===== config.mk =====
export PLATFORM = sky130hd
export DESIGN_NAME = inst_mem_loader_flat
export DESIGN_NICKNAME = d
export VERILOG_FILES = /design/src/rtl/inst_mem_loader_if.sv /design/src/rtl/inst_mem_loader.sv /design/src/flat_wrapper.sv
export SDC_FILE = /design/constraint.sdc
export NUM_CORES = 1
export LEC_CHECK = 0
export CAP_MARGIN = 40
export CORE_MARGIN = 5
export CORE_UTILIZATION = 41
export CTS_CLUSTER_DIAMETER = 150
export DETAILED_ROUTE_END_ITERATION = 10
export GPL_TIMING_DRIVEN = 1
export PLACE_DENSITY = 0.63
export SYNTH_ARGS = -nofsm -noshare
export SYNTH_HDL_FRONTEND = slang
export SYNTH_SLANG_ARGS = --single-unit

===== constraint.sdc =====
create_clock -name clk -period 1.9 [get_ports clk]
set_input_delay 0.19 -clock clk [delete_from_list [all_inputs] [get_ports clk]]
set_output_delay 0.19 -clock clk [all_outputs]
set_load 0.01 [all_outputs]

===== src/rtl/inst_mem_loader_if.sv =====
// Byte-stream ingress and instruction-memory write bus of the boot loader.
// Ports: in_valid/in_data/in_ready (byte stream), wr_en/wr_addr/wr_data.
interface inst_mem_loader_if #(
   parameter int ADDR_W = 16
);
   logic              in_valid;
   logic [7:0]        in_data;
   logic              in_ready;
   logic              wr_en;
   logic [ADDR_W-1:0] wr_addr;
   logic [31:0]       wr_data;

   modport master (
      output in_valid, in_data,
      input  in_ready, wr_en, wr_addr, wr_data
   );

   modport slave (
      input  in_valid, in_data,
      output in_ready, wr_en, wr_addr, wr_data
   );
endinterface


===== src/rtl/inst_mem_loader.sv =====
// Boot loader: big-endian byte stream (count, then words) into imem writes.
// Ports: clk, rst (async active-low), start, bus (stream + write bus),
//        cpu_hold, done, error, words_loaded.
module inst_mem_loader #(
   parameter int                ADDR_W    = 16,
   parameter logic [ADDR_W-1:0] BASE_ADDR = '0,
   parameter int                TIMEOUT   = 1000
) (
   input  logic               clk,
   input  logic               rst,
   input  logic               start,
   inst_mem_loader_if.slave   bus,
   output logic               cpu_hold,
   output logic               done,
   output logic               error,
   output logic [15:0]        words_loaded
);

   localparam int TW = $clog2(TIMEOUT + 1);
   localparam logic [TW-1:0] TO_LAST = TW'(TIMEOUT - 1);

   typedef enum logic [2:0] {
      S_IDLE,
      S_CNT_HI,
      S_CNT_LO,
      S_DATA,
      S_WRITE,
      S_DONE,
      S_ERR
   } state_t;

   state_t            st;
   state_t            nxt;
   logic [TW-1:0]     tcnt;
   logic [15:0]       cnt_n;
   logic [15:0]       wcnt;
   logic [15:0]       wcnt_inc;
   logic [1:0]        idx;
   logic [23:0]       asm_q;
   logic [31:0]       wdata;
   logic [ADDR_W-1:0] waddr;
   logic              rdy;
   logic              acc;
   logic              tmo;
   logic              sess;

   assign rdy = (st == S_CNT_HI) | (st == S_CNT_LO) | (st == S_DATA);
   assign acc = rdy & bus.in_valid;
   // An accepted byte beats an expiring idle counter.
   assign tmo = rdy & ~acc & (tcnt == TO_LAST);
   assign sess = start & ((st == S_IDLE) | (st == S_DONE) | (st == S_ERR));
   assign wcnt_inc = wcnt + 16'd1;

   always_ff @(posedge clk or negedge rst) begin
      if (!rst) st <= S_IDLE;
      else      st <= nxt;
   end

   always_comb begin
      nxt = st;
      unique case (st)
         S_IDLE, S_DONE, S_ERR: begin
            if (start) nxt = S_CNT_HI;
         end
         S_CNT_HI: begin
            if (acc)      nxt = S_CNT_LO;
            else if (tmo) nxt = S_ERR;
         end
         S_CNT_LO: begin
            if (acc) begin
               if ({cnt_n[15:8], bus.in_data} == 16'd0) nxt = S_DONE;
               else                                    nxt = S_DATA;
            end else if (tmo) begin
               nxt = S_ERR;
            end
         end
         S_DATA: begin
            if (acc && idx == 2'd3) nxt = S_WRITE;
            else if (tmo)           nxt = S_ERR;
         end
         S_WRITE: begin
            if (wcnt_inc == cnt_n) nxt = S_DONE;
            else                   nxt = S_DATA;
         end
         default: nxt = S_IDLE;
      endcase
   end

   always_ff @(posedge clk or negedge rst) begin
      if (!rst) begin
         tcnt  <= '0;
         cnt_n <= '0;
         wcnt  <= '0;
         idx   <= '0;
         asm_q <= '0;
         wdata <= '0;
         waddr <= BASE_ADDR;
      end else begin
         // Idle counter only runs while waiting on the stream.
         if (nxt != st || acc || !rdy) tcnt <= '0;
         else                          tcnt <= tcnt + TW'(1);

         if (sess) begin
            wcnt  <= '0;
            idx   <= '0;
            waddr <= BASE_ADDR;
         end

         if (acc) begin
            unique case (st)
               S_CNT_HI: cnt_n[15:8] <= bus.in_data;
               S_CNT_LO: begin
                  cnt_n[7:0] <= bus.in_data;
                  idx        <= '0;
               end
               S_DATA: begin
                  asm_q <= {asm_q[15:0], bus.in_data};
                  idx   <= idx + 2'd1;
                  if (idx == 2'd3) wdata <= {asm_q, bus.in_data};
               end
               default: ;
            endcase
         end

         if (st == S_WRITE) begin
            wcnt  <= wcnt_inc;
            waddr <= waddr + ADDR_W'(1);
         end
      end
   end

   assign bus.in_ready  = rdy;
   assign bus.wr_en     = (st == S_WRITE);
   assign bus.wr_addr   = waddr;
   assign bus.wr_data   = wdata;
   assign cpu_hold      = (st != S_DONE);
   assign done          = (st == S_DONE);
   assign error         = (st == S_ERR);
   assign words_loaded  = wcnt;

endmodule


===== src/flat_wrapper.sv =====
// flat-port wrapper written by rule: the top's interface ports become plain ports
module inst_mem_loader_flat 
#(
   parameter int                ADDR_W    = 16,
   parameter logic [ADDR_W-1:0] BASE_ADDR = '0,
   parameter int                TIMEOUT   = 1000
)
  (clk, rst, start, cpu_hold, done, error, words_loaded, bus_in_valid, bus_in_data, bus_in_ready, bus_wr_en, bus_wr_addr, bus_wr_data);
  inst_mem_loader_if #(.ADDR_W(ADDR_W)) bus_i ();
  input  logic clk;
  input  logic rst;
  input  logic start;
  output logic cpu_hold;
  output logic done;
  output logic error;
  output logic [15:0] words_loaded;
  input wire logic [$bits(bus_i.in_valid)-1:0] bus_in_valid;
  input wire logic [$bits(bus_i.in_data)-1:0] bus_in_data;
  output wire logic [$bits(bus_i.in_ready)-1:0] bus_in_ready;
  output wire logic [$bits(bus_i.wr_en)-1:0] bus_wr_en;
  output wire logic [$bits(bus_i.wr_addr)-1:0] bus_wr_addr;
  output wire logic [$bits(bus_i.wr_data)-1:0] bus_wr_data;
  assign bus_i.in_valid = bus_in_valid;
  assign bus_i.in_data = bus_in_data;
  assign bus_in_ready = bus_i.in_ready;
  assign bus_wr_en = bus_i.wr_en;
  assign bus_wr_addr = bus_i.wr_addr;
  assign bus_wr_data = bus_i.wr_data;
  inst_mem_loader #(.ADDR_W(ADDR_W), .BASE_ADDR(BASE_ADDR), .TIMEOUT(TIMEOUT)) u_core (.clk(clk), .rst(rst), .start(start), .bus(bus_i), .cpu_hold(cpu_hold), .done(done), .error(error), .words_loaded(words_loaded));
endmodule

* Yosys cells after proc, flatten, opt, wreduce, memory -nomap -nowiden
Cells that the tools add are included.
Storage, ports and cells: bits of input ports 12, flip-flop bits (word level) 119, logic and storage cells 60, output and inout bits 69
Operators by class: bitwise operators 9, eq/ne operators 11, reductions and logical operators 12, mux-type cells 15, $add $sub $neg 4
Operators with widths (count):
- 2-to-1 mux 16 bit | 3
- adder 16 x 1 -> 16 bit (second input constant) | 2
- 2-to-1 mux 3 bit | 7
- == test 16 bit | 1
- zero test 16 bit | 1
- case mux 3 bit (5 select lines) | 1
- adder 10 x 1 -> 10 bit (second input constant) | 1
- == test 10 bit (second input constant) | 1
- 2-to-1 mux 10 bit | 1
- == test 3 bit (second input constant) | 3
- == test 3 x 2 -> 1 bit (second input constant) | 2
- AND reduction 2 bit | 3
- AND 1 bit | 4
- 2-to-1 mux 2 bit | 2
- bitwise OR 1 bit | 4
- case mux 2 bit (2 select lines) | 1
- == test 3 x 1 -> 1 bit (second input constant) | 1
- zero test 3 bit | 1
- != test 3 bit | 1
- != test 3 bit (second input constant) | 1
- AND reduction 3 bit | 1
- OR reduction 3 bit | 1
- adder 2 x 1 -> 2 bit (second input constant) | 1
- == test 2 bit (second input constant) | 1
- 5 further kinds | 6

* Depth between registers and ports, before layout
depth after elaboration 14, depth in mapped cells 9, gate-level depth less buffers 7

* Least setup slack after synthesis
No wires, ideal clock.
kind reg-to-reg, start register u_core.wcnt[0] (netlist: u_core.words_loaded[0]), end register u_core.st[2], buffers on the path 0, path slack -0.031 ns, cell stages (with the launch flop) 8, arrival time 1.812 ns, setup time 0.119 ns, cells stage by stage dfrtp_1 -> ha_1 -> nand3_2 -> nor4_1 -> xnor2_1 -> nor3_1 -> and4b_1 -> a21bo_1
Between the ends: longest elaborated chain between the ends 4
Ends and longest elaborated chain:
- from (decl) | line inst_mem_loader.sv:36 | logic [15:0] wcnt;
- from (signal assigned) | line inst_mem_loader.sv:126 | wcnt <= wcnt_inc;
- adder 16 x 1 -> 16 bit | line inst_mem_loader.sv:52 | assign wcnt_inc = wcnt + 16'd1;
- == test 16 bit | line inst_mem_loader.sv:82 | if (wcnt_inc == cnt_n) nxt = S_DONE;
- 2-to-1 mux 3 bit | line inst_mem_loader.sv:82
- case mux 3 bit (5 select lines) | line inst_mem_loader.sv:61 | unique case (st)
- net u_core.nxt[2] | line inst_mem_loader.sv:33 | state_t nxt;
- to (signal assigned) | line inst_mem_loader.sv:56 | else st <= nxt;
- to (decl) | line inst_mem_loader.sv:32 | state_t st;
The timed path passes the listed nets, and every way through them passes these cells. A chain may end at the register's enable or synchronous reset.

* Worst setup path in the final report
start register u_core.wcnt[8] (netlist: u_core.words_loaded[8]), end register u_core.st[1]
The elaborated chain is that of the path after synthesis.

==> flow_metrics.py <==
metrics = {
    "status": {
        "status": "finished, final reports clean",
    },
    "synth": {
        "syn_area_um2": 5590,
        "synthCells": 540,
        "synth_top_area_share_pct": 53.3,
        "synth_warnings": 0,
        "yosys-top-cells-area": "dfrtp_1 53%, mux2_2 9.7%, nand2_1 7.7%, o21ai_0 3.6%, xnor2_1 3.1%",
        "yosysUniqueCellTypes": 56,
        "ys_dominant_reg_cell": "dfrtp_1",
        "ys_ff_latch": 119,
        "synthArstFlopShare_pct": 100,
        "ys_seq_area_share_pct": 53.3,
        "synth_top_area_cell": "dfrtp_1",
        "synth_fp_nets": 556,
        "synth-edff-count": 0,
        "synth_area_per_cell_um2": 10.4,
    },
    "detailed_routing": {
        "dr.pass1.iters": 4,
        "drc": 0,
        "vias_per_cell": 5.19,
        "first_iter_violations": 302,
        "ant_nets": 0,
        "wl_um": 14500,
        "wire_per_inst_um": 16.5,
        "num_vias": 4543,
    },
    "global_route": {
        "antenna_found_initial": 0,
        "first_global_vias": 4500,
        "grt_max_degree": 45,
        "grt_pass1_wl_um": 22900,
        "track_usage_pct": 17.8,
        "grt-ovfl-total": 0,
    },
    "final_layout": {
        "n_antenna_cell": 0,
        "finish.net_count": 702,
        "final_common_cell": "nand2_1",
        "final_cell_mix": "114 x nand2_1, 111 x dfrtp_1, 74 x clkdlybuf4s50_1",
        "drive_gt1_share_pct": 26.3,
        "area_growth_pct": 40.7,
        "n_fill_cell": 1121,
        "instances_no_fill": 875,
    },
    "clock_network": {
        "h-tree-depth": 4,
        "clock-sinks": 119,
        "insertion_delay_ns": 0.41,
        "ctsRootBufferMaster": "clkbuf_16",
        "cts_tree": "built",
        "clk_pin_slew_ns": 0.05,
        "numCtsBuffers": 17,
        "clock_path_buffers": 2,
    },
    "floorplan": {
        "die_h_um": 127,
        "dieArea_um2": 16100,
        "fp.dieW_um": 127,
        "ios": 81,
        "start_util_pct": 42.1,
        "core.rowCount": 42,
        "core_um2": 13300,
    },
    "placed_design": {
        "dpl.cell_count": 828,
        "gp_congestion": 0.847,
        "portBuffers": 80,
        "hpwl_um": 9710,
    },
    "worst_setup_path": {
        "critPathMaxFanout": 5,
        "cp_cell_sequence": "nor2b_1, or3_1, o32a_1, nor4_2, and4b_1, o211ai_1",
        "rrSetupSlack_ns": 0.01,
        "rr_startpoint": "u_core.words_loaded[8]",
        "r2r_cells": 6,
        "critical_path_arrival_ns": 2.17,
        "startpoint_type": "flop",
        "cpPeakStageDelay_ns": 0.44,
        "reg2reg_to": "u_core.st[1]",
        "cp_num_buf_inv": 0,
        "cp-startpoint": "u_core.words_loaded[8]",
        "endpoint_kind": "flop",
        "worstSetupPathType": "reg2reg",
        "crit_required_ns": 2.18,
        "crit_slowest_cell": "dfrtp_2",
        "critPathTopFamily": "simple AND/OR/NAND/NOR gates",
    },
    "sta": {
        "finalSetupViolCount": 0,
        "rsz0062_at_grt": "yes",
        "fin_crit_sh_pct": 99.3,
        "finalSetupTns_ns": 0,
        "layout_min_cycle_time_ns": 1.89,
        "hold_viol": 0,
        "skew_ns": 0.00569,
        "worstMarginPinSlew_ns": 0.491,
        "clock.fmax_ghz": 0.530,
        "max_slew_margin_pct": 67.3,
        "maxSlewViolCount": 0,
    },
    "hold_path": {
        "min_path_type": "in2async",
    },
    "power_and_ir_drop": {
        "ir_worst_vdd_uv": 554,
        "p_total_uw": 9850,
        "power_density_nw_per_um2": 1250,
        "power.leakage_uw": 0.00366,
    },
    "flow_run": {
        "maxCapViolCount": 0,
    },
}
Yosys cell counts, types with 5 or more instances:
cell      count
buf_2        11
xor2_1       14
nand3_1      19
o31ai_1       7
nor3_1        7
clkbuf_1     10
nand2_1     115
dfrtp_1     119
and3_1        9
a31oi_1       7
inv_1         7
o211ai_1      5
xnor2_1      20
mux2_2       48
o21ai_0      40
nor2_1       28
nand4_1       9
a21oi_1       5
nor4_1        6
worst register-to-register path, delay by kind of cell, from the launching register on:
kind	cells	cell delay (ns)
simple gates	4	1.06
compound gates	2	0.26
flops	1	0.44
power by group:
part	leakage (uW)	internal (uW)	switching, uW
clock	0.000283	2040	1140
sequential	0.00157	3220	557
combinational	0.00180	1550	1340
total	0.00366	6810	3040
layout make-up:
cell class              instances  area (um2)  area share [%]
multi-input cells             390        2610            33.2
clock inverters                10         119            1.51
flip-flops and latches        119        2990            38.0
inverters                       7        26.3           0.334
repair buffers                151        1430            18.2
clock buffers                  22         474            6.03
well taps                     176         220            2.80
logic make-up after synthesis:
logic type | after synthesis | share of synthesized area [%]
adders and majority gates | 4 | 0.895
AOI/OAI and AO/OA | 78 | 8.59
xor gates and xnor gates | 34 | 5.33
and+or+nand+nor | 222 | 19.1
DFF | 119 | 53.3
buffers and inverters | 31 | 2.42
muxes | 52 | 10.4
flip-flops by register name, summed over array words and instances (netlist names):
name / cells
u_core.asm_q: 24
u_core.idx: 2
u_core.tcnt: 10
u_core.words_loaded: 16
u_core.bus.wr_data: 32
u_core.cnt_n: 16
u_core.st: 3
u_core.bus.wr_addr: 16
what timing repair did:
action	CTS	global route
setup endpoints to repair	7	68
hold endpoints to repair	33	0
gates cloned	0	3
hold buffers	1	0
pin swaps	5	7
buffers inserted	3	9
gates resized for setup	12	41
through the flow:
step / hold slack (ns) / setup WS (ns) / instance area, um2 / utilization, %
after floorplan: -0.106 / 0.0186 / 5590 / -
after global placement: 0.182 / -0.0887 / 6970 / 52.4
after detailed placement: 0.192 / -0.116 / 6970 / 52.4
after CTS: 0.294 / -0.0473 / 7620 / 57.3
after global routing: 0.339 / -0.106 / 7870 / 59.2
final: 0.284 / 0.0126 / 7870 / 59.2
routing by layer:
layer | share of wire (%) | global-route usage, % | wire [um] | up-vias
li1 | - | - | - | 2188
met1 | 44 | 23.2 | 6350 | 2252
met2 | 51 | 29.6 | 7320 | 93
met3 | 4.5 | 4.62 | 645 | 10
met4 | 1.1 | 4.67 | 162 | 0
met5 | 0 | 0 | 0 | -
how the worst max path moves through the flow:
stage / depth (start not counted) / endpoint / slack, ns
after floorplan: 7 / u_core.st[2] / 0.02
after global placement: 6 / u_core.st[1] / -0.09
after detailed placement: 6 / u_core.st[1] / -0.12
after CTS: 9 / u_core.bus.wr_data[9] / -0.05
after global routing: 8 / u_core.st[1] / -0.11
final: 6 / u_core.st[1] / 0.01
No activity file was read; power rests on OpenSTA's default activity.
